[src/rtl/keypad_scanner_if.sv]
// Pin-side bundle of the keypad scanner: column sense in, row drive and key report out.
interface keypad_scanner_if #(
    parameter int unsigned ROWS = 4,
    parameter int unsigned COLS = 4
);
    localparam int unsigned CODE_W = $clog2(ROWS * COLS);

    logic [COLS-1:0]   col_in;
    logic [ROWS-1:0]   row_out;
    logic [CODE_W-1:0] key_code;
    logic              kp_bar;
    logic              key_valid;
    logic              multi_key;

    modport master (
        input  col_in,
        output row_out,
        output key_code,
        output kp_bar,
        output key_valid,
        output multi_key
    );

    modport slave (
        output col_in,
        input  row_out,
        input  key_code,
        input  kp_bar,
        input  key_valid,
        input  multi_key
    );
endinterface

[src/rtl/keypad_scanner.sv]
// Row-scanning keypad front end: walking-zero row drive, synchronised column sense,
// two-way debounce and registered key report (code, held flag, press strobe, multi flag).
module keypad_scanner #(
    parameter int unsigned ROWS     = 4,
    parameter int unsigned COLS     = 4,
    parameter int unsigned SCAN_DIV = 4,
    parameter int unsigned DEBOUNCE = 3
) (
    input  logic             clk,
    input  logic             rst_n,
    keypad_scanner_if.master kp
);
    localparam int unsigned CODE_W = $clog2(ROWS * COLS);
    localparam int unsigned ROW_W  = $clog2(ROWS);
    localparam int unsigned COL_W  = $clog2(COLS);
    localparam int unsigned NL_W   = $clog2(COLS + 1);
    localparam int unsigned DIV_W  = $clog2(SCAN_DIV);
    localparam int unsigned CNT_W  = $clog2(DEBOUNCE + 1);

    localparam logic [1:0] S_SCAN      = 2'd0;
    localparam logic [1:0] S_DEB_PRESS = 2'd1;
    localparam logic [1:0] S_PRESSED   = 2'd2;
    localparam logic [1:0] S_DEB_REL   = 2'd3;

    logic [COLS-1:0]   col_s1_q, col_s2_q;
    logic [DIV_W-1:0]  div_q, div_d;
    logic              tick;

    logic [1:0]        state_q, state_d;
    logic [ROW_W-1:0]  row_q, row_d, row_next;
    logic [CODE_W-1:0] cand_q, cand_d;
    logic [CNT_W-1:0]  cnt_q, cnt_d;
    logic [CODE_W-1:0] key_code_q, key_code_d;
    logic              kp_bar_q, kp_bar_d;
    logic              key_valid_q, key_valid_d;
    logic              multi_q, multi_d;
    logic [ROWS-1:0]   row_out_q, row_out_d;

    logic [NL_W-1:0]   n_low;
    logic [COL_W-1:0]  col_idx;
    logic [CODE_W-1:0] sample_code;
    logic              is_none, is_single, is_multi, rel_like;

    // Two-flop column synchroniser and free-running scan divider
    always_ff @(posedge clk) begin
        if (!rst_n) begin
            col_s1_q <= '1;
            col_s2_q <= '1;
            div_q    <= '0;
        end else begin
            col_s1_q <= kp.col_in;
            col_s2_q <= col_s1_q;
            div_q    <= div_d;
        end
    end

    assign tick  = (div_q == DIV_W'(SCAN_DIV - 1));
    assign div_d = tick ? '0 : div_q + DIV_W'(1);

    // Count low columns; col_idx is only meaningful for a single-low sample
    always_comb begin
        n_low   = '0;
        col_idx = '0;
        for (int c = 0; c < COLS; c++) begin
            if (!col_s2_q[c]) begin
                n_low   = n_low + NL_W'(1);
                col_idx = COL_W'(c);
            end
        end
    end

    assign is_none     = (n_low == '0);
    assign is_single   = (n_low == NL_W'(1));
    assign is_multi    = (n_low > NL_W'(1));
    assign sample_code = CODE_W'(row_q) * CODE_W'(COLS) + CODE_W'(col_idx);
    // A different single key on the frozen row means the held key has gone
    assign rel_like    = is_none | (is_single & (sample_code != cand_q));
    assign row_next    = (row_q == ROW_W'(ROWS - 1)) ? '0 : row_q + ROW_W'(1);

    always_ff @(posedge clk) begin
        if (!rst_n) begin
            state_q     <= S_SCAN;
            row_q       <= '0;
            cand_q      <= '0;
            cnt_q       <= '0;
            key_code_q  <= '0;
            kp_bar_q    <= 1'b1;
            key_valid_q <= 1'b0;
            multi_q     <= 1'b0;
            row_out_q   <= ~(ROWS'(1));
        end else begin
            state_q     <= state_d;
            row_q       <= row_d;
            cand_q      <= cand_d;
            cnt_q       <= cnt_d;
            key_code_q  <= key_code_d;
            kp_bar_q    <= kp_bar_d;
            key_valid_q <= key_valid_d;
            multi_q     <= multi_d;
            row_out_q   <= row_out_d;
        end
    end

    always_comb begin
        state_d     = state_q;
        row_d       = row_q;
        cand_d      = cand_q;
        cnt_d       = cnt_q;
        key_code_d  = key_code_q;
        kp_bar_d    = kp_bar_q;
        key_valid_d = 1'b0;
        multi_d     = multi_q;

        if (tick) begin
            multi_d = is_multi;
            case (state_q)
                S_SCAN: begin
                    if (is_single) begin
                        cand_d = sample_code;
                        cnt_d  = CNT_W'(1);
                        if (DEBOUNCE == 1) begin
                            state_d     = S_PRESSED;
                            key_code_d  = sample_code;
                            kp_bar_d    = 1'b0;
                            key_valid_d = 1'b1;
                        end else begin
                            state_d = S_DEB_PRESS;
                        end
                    end else begin
                        row_d = row_next;
                    end
                end
                S_DEB_PRESS: begin
                    if (is_single && (sample_code == cand_q)) begin
                        if (cnt_q == CNT_W'(DEBOUNCE - 1)) begin
                            state_d     = S_PRESSED;
                            cnt_d       = '0;
                            key_code_d  = cand_q;
                            kp_bar_d    = 1'b0;
                            key_valid_d = 1'b1;
                        end else begin
                            cnt_d = cnt_q + CNT_W'(1);
                        end
                    end else begin
                        state_d = S_SCAN;
                        cnt_d   = '0;
                        row_d   = row_next;
                    end
                end
                S_PRESSED: begin
                    if (rel_like) begin
                        if (DEBOUNCE == 1) begin
                            state_d  = S_SCAN;
                            cnt_d    = '0;
                            kp_bar_d = 1'b1;
                            row_d    = row_next;
                        end else begin
                            state_d = S_DEB_REL;
                            cnt_d   = CNT_W'(1);
                        end
                    end
                end
                S_DEB_REL: begin
                    if (rel_like) begin
                        if (cnt_q == CNT_W'(DEBOUNCE - 1)) begin
                            state_d  = S_SCAN;
                            cnt_d    = '0;
                            kp_bar_d = 1'b1;
                            row_d    = row_next;
                        end else begin
                            cnt_d = cnt_q + CNT_W'(1);
                        end
                    end else begin
                        state_d = S_PRESSED;
                        cnt_d   = '0;
                    end
                end
                default: begin
                    state_d = S_SCAN;
                    cnt_d   = '0;
                end
            endcase
        end
    end

    assign row_out_d    = ~(ROWS'(1) << row_d);

    assign kp.row_out   = row_out_q;
    assign kp.key_code  = key_code_q;
    assign kp.kp_bar    = kp_bar_q;
    assign kp.key_valid = key_valid_q;
    assign kp.multi_key = multi_q;
endmodule

[src/flat_wrapper.sv]
// flat-port wrapper written by rule: the top's interface ports become plain ports
module keypad_scanner_flat 
#(
    parameter int unsigned ROWS     = 4,
    parameter int unsigned COLS     = 4,
    parameter int unsigned SCAN_DIV = 4,
    parameter int unsigned DEBOUNCE = 3
)
  (clk, rst_n, kp_col_in, kp_row_out, kp_key_code, kp_kp_bar, kp_key_valid, kp_multi_key);
  keypad_scanner_if #(.ROWS(ROWS), .COLS(COLS)) kp_i ();
  input  logic clk;
  input  logic rst_n;
  input wire logic [$bits(kp_i.col_in)-1:0] kp_col_in;
  output wire logic [$bits(kp_i.row_out)-1:0] kp_row_out;
  output wire logic [$bits(kp_i.key_code)-1:0] kp_key_code;
  output wire logic [$bits(kp_i.kp_bar)-1:0] kp_kp_bar;
  output wire logic [$bits(kp_i.key_valid)-1:0] kp_key_valid;
  output wire logic [$bits(kp_i.multi_key)-1:0] kp_multi_key;
  assign kp_i.col_in = kp_col_in;
  assign kp_row_out = kp_i.row_out;
  assign kp_key_code = kp_i.key_code;
  assign kp_kp_bar = kp_i.kp_bar;
  assign kp_key_valid = kp_i.key_valid;
  assign kp_multi_key = kp_i.multi_key;
  keypad_scanner #(.ROWS(ROWS), .COLS(COLS), .SCAN_DIV(SCAN_DIV), .DEBOUNCE(DEBOUNCE)) u_core (.clk(clk), .rst_n(rst_n), .kp(kp_i));
endmodule
[config.mk]
export PLATFORM = sky130hd
export DESIGN_NAME = keypad_scanner_flat
export DESIGN_NICKNAME = d
export VERILOG_FILES = /design/src/rtl/keypad_scanner_if.sv /design/src/rtl/keypad_scanner.sv /design/src/flat_wrapper.sv
export SDC_FILE = /design/constraint.sdc
export NUM_CORES = 1
export LEC_CHECK = 0
export ABC_AREA = 0
export CAP_MARGIN = 20
export CORE_MARGIN = 2
export CORE_UTILIZATION = 45
export CTS_CLUSTER_SIZE = 14
export DETAILED_ROUTE_END_ITERATION = 6
export HOLD_SLACK_MARGIN = 0.02
export PLACE_DENSITY = 0.75
export SYNTH_ARGS = -nofsm -noshare
export SYNTH_HDL_FRONTEND = slang
export SYNTH_SLANG_ARGS = --single-unit
[constraint.sdc]
create_clock -name clk -period 2.8 [get_ports clk]
set_input_delay 0.56 -clock clk [delete_from_list [all_inputs] [get_ports clk]]
set_output_delay 0.56 -clock clk [all_outputs]
set_load 0.01 [all_outputs]
======== Word level (Yosys, flattened, before mapping) ========
Index checks and enable logic that the tools add are counted.
cells by class
  add/subtract/negate cells ............... 7
  $lt $le $gt $ge ......................... 1
  equality and inequality tests ........... 17
  shift operators ......................... 1
  multiplexer cells ....................... 32
  bitwise operators ....................... 4
  reductions and logical operators ........ 11
operator list
  kind                                                 number
  two-way mux 2 bit                                    18
  one-hot mux 2 bit (4 select lines)                   2
  != test 2 x 1 -> 1 bit, second input constant        6
  equality test 2 bit, second input constant           5
  two-way mux 3 bit                                    3
  AND reduction 4 bit                                  2
  two-way mux 1 bit                                    7
  adder 2 x 1 -> 2 bit, second input constant          3
  adder 3 x 1 -> 3 bit, second input constant          2
  != test 3 bit, second input constant                 2
  one-hot mux 2 bit (3 select lines)                   1
  AND reduction 3 bit                                  2
  AND reduction 6 bit                                  1
  AND reduction 5 bit                                  1
  adder 4 x 2 -> 4 bit                                 1
  equality test 4 bit                                  1
  != test 4 bit                                        1
  inverter 4 bit                                       1
  left shift 1 x 2 -> 4 bit, first input constant      1
  equality test 3 x 1 -> 1 bit, second input constant  1
  > comparator 3 x 1 -> 1 bit, second input constant   1
  logical NOT 3 bit                                    1
  adder 1 x 1 -> 2 bit, second input constant          1
  equality test 2 x 1 -> 1 bit, second input constant  1
  8 further kinds                                      8
storage, ports and cells
  flip-flop bits (word level) ............. 31

======== Logic depth before layout (Yosys ltp) ========
Gate-level depths: netlist of the first run.
  depth in word-level cells ............... 15
  mapped depth ............................ 12
  mapped depth without buffers ............ 12

======== Least setup slack after synthesis of the first run ========
Ideal clock, no wire load.
  kind .................................... reg2reg
  from .................................... reg u_core.col_s2_q[1]
  to ...................................... reg u_core.row_out_q[3] (netlist: u_core.kp.row_out[3])
  arrival time ............................ 2.548 ns
  setup slack ............................. 0.120 ns
  cell stages (with the launch flop) ...... 13
  buffers on the path ..................... 1
  clock period less this slack ............ 2.680 ns
  cells stage by stage .................... dfxtp_1 -> inv_1 -> ha_1 -> buf_4 -> xnor2_1 -> ha_1 -> nor2b_2 -> xnor2_1 -> or2_0 -> a2111o_1 -> a31oi_4 -> and4_2 -> a31oi_1
on the way
  word-level cells in the longest chain between the ends .. 13
  elaborated cells on any way between the ends .. 23
ends and longest elaborated chain
  item                                  RTL line               text
  start, declared                       keypad_scanner.sv:25   logic [COLS-1:0] col_s1_q, col_s2_q;
  start signal, assigned                keypad_scanner.sv:52   col_s2_q <= col_s1_q;
  two-way mux 3 bit                     keypad_scanner.sv:65   if (!col_s2_q[c]) begin
  adder 3 x 1 -> 3 bit                  keypad_scanner.sv:66   n_low = n_low + NL_W'(1);
  two-way mux 3 bit                     keypad_scanner.sv:65
  adder 3 x 1 -> 3 bit                  keypad_scanner.sv:66
  two-way mux 3 bit                     keypad_scanner.sv:65
  equality test 3 x 1 -> 1 bit          keypad_scanner.sv:73   assign is_single = (n_low == NL_W'(1));
  bitwise AND 1 bit                     keypad_scanner.sv:77   assign rel_like = is_none | (is_single & (sample_code != cand_q));
  OR 1 bit                              keypad_scanner.sv:77
  two-way mux 2 bit                     keypad_scanner.sv:164  if (rel_like) begin
  one-hot mux 2 bit (3 select lines) *  keypad_scanner.sv:116  case (state_q)
  two-way mux 2 bit *                   keypad_scanner.sv:114  if (tick) begin
  left shift 1 x 2 -> 4 bit *           keypad_scanner.sv:186  assign row_out_d = ~(ROWS'(1) << row_d);
  inverter 4 bit *                      keypad_scanner.sv:186
  end signal, assigned                  keypad_scanner.sv:90   row_out_q <= ~(ROWS'(1));
  end signal, assigned                  keypad_scanner.sv:100  row_out_q <= row_out_d;
  end, declared                         keypad_scanner.sv:37   logic [ROWS-1:0] row_out_q, row_out_d;
Every way passes the cells marked *; elsewhere a longest branch is shown, timed or not.
A chain may end at the register's enable or synchronous reset.

======== Worst setup path after layout of the first run ========
  from .................................... reg u_core.col_s2_q[0]
  to ...................................... reg u_core.row_out_q[3] (netlist: u_core.kp.row_out[3])
on the way
  word-level cells in the longest chain between the ends .. 15
  elaborated cells on any way between the ends .. 19
ends and longest elaborated chain
  item                                  RTL line
  two-way mux 1 bit *                   keypad_scanner.sv:65
  adder 1 x 1 -> 2 bit                  keypad_scanner.sv:66
  two-way mux 3 bit *                   keypad_scanner.sv:65
  adder 3 x 1 -> 3 bit                  keypad_scanner.sv:66
  two-way mux 3 bit *                   keypad_scanner.sv:65
  adder 3 x 1 -> 3 bit                  keypad_scanner.sv:66
  two-way mux 3 bit *                   keypad_scanner.sv:65
  equality test 3 x 1 -> 1 bit          keypad_scanner.sv:73
  bitwise AND 1 bit                     keypad_scanner.sv:77
  OR 1 bit                              keypad_scanner.sv:77
  two-way mux 2 bit                     keypad_scanner.sv:164
  one-hot mux 2 bit (3 select lines) *  keypad_scanner.sv:116
  two-way mux 2 bit *                   keypad_scanner.sv:114
  left shift 1 x 2 -> 4 bit *           keypad_scanner.sv:186
  inverter 4 bit *                      keypad_scanner.sv:186
Marks and branches as above.

==> impl_metrics.yaml, run 1 <==
clocking:
  cts_root_buffer: "clkbuf_4"
  post_cts_buffers: 0
  clock_sinks: 31
  numCtsBuffers: 5
  clkLatencyLatePin_ps: 330
  h-tree-depth: 2
  cts.reportedPaths.clkPinSlew_ps: 90
  cts_tree: "yes"
  clock_path_buffers: 2
final_layout:
  drive_above_1_share_pct: 15.93
  insertedDiodeCount: 0
  multiInputGateArea_um2: 852.1
  layout.cells.non_filler: 228
  seq_area_um2: 623.1
  nFillCells: 291
  final_cell_mix: "dfxtp_1 (29), nand2_1 (20), clkdlybuf4s50_1 (16), nand2b_1 (9), nor2_1 (7)"
  fin_nets: 192
  syn2layout_area_growth_pct: 19.83
  final_common_cell: "dfxtp_1"
global_routing:
  antenna_found_initial: 0
  grt_max_degree: 21
  grt_usage_pct: 15.94
  grt-ovfl-total: 0
  grt_pass1_vias: 1068
  grt_pass1_wl_um: 4457
worst_setup_path:
  arrival_ps: 2860
  path_cells: "inv_1 -> ha_1 -> xnor2_1 -> ha_1 -> nor2_2 -> a31oi_1 -> or2_1 -> a2111o_1 -> a31oi_4 -> and4_2 -> a31oi_1"
  slowest_stage: "a2111o_1"
  crit_fanout: 5
  worstSetupEndpointType: "flip-flop"
  cp_num_buf_inv: 1
  critPathLaunchType: "flip-flop"
  crit_path_max_incr_delay_ps: 370
  crit_family: "compound AO/OA/AOI/OAI gates"
  worstPathRequired_ps: 3000
  worst-setup-path-type: "flip-flop to flip-flop"
route:
  ant_nets: 0
  viasPerCell: 5.167
  wl_per_cell_um: 12.01
  finalWirelength_um: 2739
  dr_wl_met2_um: 1359
  routed.top_layer: "met4"
  drt-initial-drc-count: 52
  wl_met3_um: 71
  wirelength_met1_um: 1255
  dr.pass1.iters: 4
  num_vias: 1178
  drc: 0
synth:
  synth_seq_cells: 31
  avgSynthCellArea_um2: 9.307
  synth_edf_count: 0
  ys.flop_type: "dfxtp_1"
  yosysUniqueCellTypes: 48
  synth_top_area_share_pct: 41.16
  synth.cell_area_um2: 1508
  ys_seq_area_share_pct: 41.16
  syn_nets: 173
  async_reset_ff_share_pct: 0
  synthCells: 162
  ys_warn_count: 0
  yosys-top-cells-area: "dfxtp_1 (41%), nand2_1 (5.0%), ha_1 (4.1%)"
  synth_top_area_cell: "dfxtp_1"
timing:
  period_needed_ps: 2667
  setup_tns_ps: 0
  period_share_pct: 95.26
  finClkSkew_ps: 9.778
  whs_ps: 406.2
  hold_viol_final: 0
  slew_viol_final: 0
  tightest_slew_ps: 603.7
  fmax_ghz: 0.3749
  timing.slew.headroom_pct: 59.63
  finalSetupViolCount: 0
min_path:
  hp-class: "flip-flop to flip-flop"
floorplan:
  dieArea_um2: 3829
  initial_core_util_pct: 45.90
  die_w_um: 61.88
  fp-row-count: 21
  ios: 17
  die_height_um: 61.88
  coreArea_um2: 3284
job:
  max_cap_viol_count: 0
place:
  io_buffers: 16
  gp_congestion: 0.7913
  dp_hpwl_um: 1929
  dp_cells: 219
outcome:
  status: "finished clean"
pwr:
  ir_worst_vdd_uv: 305.0
  pwr_density_cell_nw_per_um2: 472.3
  p_leak_uw: 0.0007386
  finalPower_uw: 853.4
-- power by group --
part | internal (uW) | leakage (uW) | switching (uW)
sequential | 455 | 0.000252 | 10.9
clock | 148 | 0.0000386 | 144
combinational | 48.8 | 0.000448 | 46.8
total | 651 | 0.000739 | 202
-- Yosys cell counts (all sizes together) (3+ instances only) --
cell type and instances:
ha 5, nand2 20, clkbuf 6, a21oi 3, and3b 3, xor2 3
nor4 3, a21boi 7, buf 3, nand3 3, mux2i 4, o21ai 7
a31oi 3, nor2b 7, nor3b 3, inv 4, dfxtp 31, nand2b 9
xnor2 4, o211a 3, nor2 8, and2 3
-- path summary, 6_finish.rpt --
| check | depth (start not counted) | to | slack (ps) | from |
|---|---|---|---|---|
| worst max-delay path | 11 | u_core.kp.row_out[3] | 130 | u_core.col_s2_q[0] |
| worst min-delay path | 1 | u_core.col_s2_q[3] | 410 | u_core.col_s1_q[3] |
| worst max register to register | 11 | u_core.kp.row_out[3] | 130 | u_core.col_s2_q[0] |
| worst min register to register | 1 | u_core.col_s2_q[3] | 410 | u_core.col_s1_q[3] |
-- area by class of cell --
cell class | instances | area share, %
tap | 46 | 3.186
multi-input combinational | 119 | 47.16
timing repair buffer | 20 | 10.53
inverter | 4 | 0.8310
sequential | 31 | 34.49
clock buffer | 8 | 3.809
-- metrics by stage --
stage               instance area [um^2]  worst slack (ps)  utilization (%)
finish                              1807             132.7            55.01
global route                        1807          -0.04041            55.01
CTS                                 1772             20.29            53.94
detailed placement                  1703             39.72            51.85
global placement                    1703             99.08            51.85
floorplan                           1508             119.6                -
-- per-layer routing --
layer  vias up  GRT usage, %
met4         0         7.599
met3         5         5.176
met2        19         25.41
met1       545         19.44
met5         -             0
li1        609             -
-- sequential cells by signal (all words and copies together), names as in the netlist --
name,count
u_core.div_q,2
u_core.cnt_q,2
u_core.kp.kp_bar,1
u_core.col_s1_q,4
u_core.col_s2_q,4
u_core.state_q,2
u_core.kp.key_code,4
u_core.row_q,2
u_core.kp.multi_key,1
u_core.kp.key_valid,1
u_core.cand_q,4
u_core.kp.row_out,4
-- kinds of logic after synthesis --
group | count (synthesis) | share of synthesized area (%)
adders and majority gates | 5 | 4.149
muxes | 4 | 2.656
DFF | 31 | 41.16
buffers and inverters | 13 | 4.481
xor gates and xnor gates | 7 | 4.066
and+or+nand+nor | 70 | 27.05
AOI/OAI and AO/OA | 32 | 16.43
-- repair_timing --
| item | CTS | global route |
|---|---|---|
| pin swaps | 1 | 3 |
| hold buffers | 0 | 0 |
| endpoints found under the hold margin | 0 | 0 |
| resized for setup | 0 | 9 |
| endpoints found under the setup margin | 2 | 15 |
| gates cloned | 0 | 1 |
(Power assumes the default switching activity.)
==> inputs of run 2 (changes only) <==
- CTS_CLUSTER_DIAMETER: unset -> 200
- GPL_ROUTABILITY_DRIVEN: unset -> 0
==> results of run 2 <==
Same layout as run 1: the final DEF is identical, and so are final timing and power.
==> inputs of run 3 (changes only) <==
- CORE_UTILIZATION: 45 -> 40
- PLACE_DENSITY: 0.75 -> 0.68
==> impl_metrics.yaml, run 3 (synthesis results as in run 1) <==
place:
  dp_cells: 221
  io_buffers: 16
  dp_hpwl_um: 2005
  dp_worst_setup_slack_ps: -31.03
clocking:
  h-tree-depth: 2
  numCtsBuffers: 5
  clock_path_buffers: 2
  clkLatencyLatePin_ps: 280
  clock_sinks: 31
  cts_root_buffer: "clkbuf_8"
  cts.reportedPaths.clkPinSlew_ps: 60
  cts_tree: "yes"
  hold_buffers: 0
worst_setup_path:
  critPathLaunchType: "flip-flop"
  crit_fanout: 5
  worstSetupEndpointType: "flip-flop"
  arrival_ps: 2760
  worst-setup-path-type: "flip-flop to flip-flop"
  worstPathRequired_ps: 2940
floorplan:
  coreArea_um2: 3633
  die_height_um: 65.40
  initial_core_util_pct: 41.49
  die_w_um: 65.40
  ios: 17
  dieArea_um2: 4277
  fp-row-count: 22
final_layout:
  final_cell_mix: "dfxtp_1 (30), nand2_1 (20), clkdlybuf4s50_1 (16), nand2b_1 (9)"
  syn2layout_area_growth_pct: 22.57
  final_util_pct: 50.86
  insertedDiodeCount: 0
  drive_above_1_share_pct: 16.48
  layout.cells.non_filler: 230
  fin_nets: 192
  final_common_cell: "dfxtp_1"
timing:
  timing.slew.headroom_pct: 55.94
  tightest_slew_ps: 658.9
  period_share_pct: 93.72
  hold_viol_final: 0
  finClkSkew_ps: 3.075
  rsz0062_at_grt: "false"
  finalSetupViolCount: 0
  period_needed_ps: 2624
  slew_viol_final: 0
  setup_ws_ps: 175.7
  fmax_ghz: 0.3811
route:
  finalWirelength_um: 2877
  drc: 0
  drt-initial-drc-count: 27
  ant_nets: 0
  dr.pass1.iters: 4
  num_vias: 1175
  wl_per_cell_um: 12.51
  viasPerCell: 5.109
pwr:
  pwr_density_cell_nw_per_um2: 512.7
  ir_worst_vdd_uv: 303.0
  p_leak_uw: 0.0007531
global_routing:
  grt_usage_pct: 15.03
  grt_pass1_wl_um: 4788
  antenna_found_initial: 0
  grt-ovfl-total: 0
  grt_pass1_vias: 1113
  grt_max_degree: 23
min_path:
  hp-class: "flip-flop to flip-flop"
outcome:
  status: "finished clean"
job:
  max_cap_viol_count: 0
[run 3: power by group]
group	internal (uW)	switching [uW]	total [uW]
sequential	455	11.0	466
combinational	50.2	48.5	98.7
clock	224	158	382
total	730	218	948
[run 3: final timing paths]
kind	from	end	slack, ps	cells after the start
max	u_core.col_s2_q[0]	u_core.kp.row_out[3]	180	11
min	u_core.col_s1_q[2]	u_core.col_s2_q[2]	410	1
max reg2reg	u_core.col_s2_q[0]	u_core.kp.row_out[3]	180	11
min reg2reg	u_core.col_s1_q[2]	u_core.col_s2_q[2]	410	1
[run 3: metrics by stage]
| step | power, uW | TNS (ps) | hold WS [ps] | instance area (um^2) |
|---|---|---|---|---|
| after global routing | 991.7 | 0 | 418.7 | 1848 |
| after floorplan | 538.8 | 0 | 386.3 | 1508 |
| final | 947.5 | 0 | 409.4 | 1848 |
| after global placement | 563.4 | 0 | 393.4 | 1705 |
| after detailed placement | 567.6 | -68.80 | 392.1 | 1705 |
| after CTS | 952.7 | 0 | 413.0 | 1818 |
[run 3: timing repair]
action                     CTS  global route
resized for setup            1             8
cloned                       1             0
setup buffers                0             0
setup endpoints to repair    4            13
pin swaps                    1             4
[run 3: cell type report]
| type | instances | area, um^2 |
|---|---|---|
| Fill cell | 345 | 1785 |
| Clock buffer | 8 | 100.1 |
| Inverter | 4 | 15.01 |
| Multi-Input combinational cell | 119 | 860.8 |
| Tap cell | 48 | 60.06 |
| Timing Repair Buffer | 20 | 190.2 |
| Sequential cell | 31 | 621.8 |
[run 3: critical path, stage by stage, from the launching register on]
cell and delay [ps]:
dfxtp_1 310, ha_1 220, or2_2 290, nand2_1 70, ha_1 250, nor2_2 110, a31oi_1 60, or2_1 280
a2111o_1 360, a31oi_4 240, and4_2 240, a31oi_1 40
[run 3: metal layers]
| layer | share of wire [%] | track usage [%] |
|---|---|---|
| met5 | 0 | 0 |
| met4 | 2.1 | 9.375 |
| met3 | 2.6 | 5.993 |
| met2 | 50 | 24.87 |
| met1 | 46 | 15.88 |
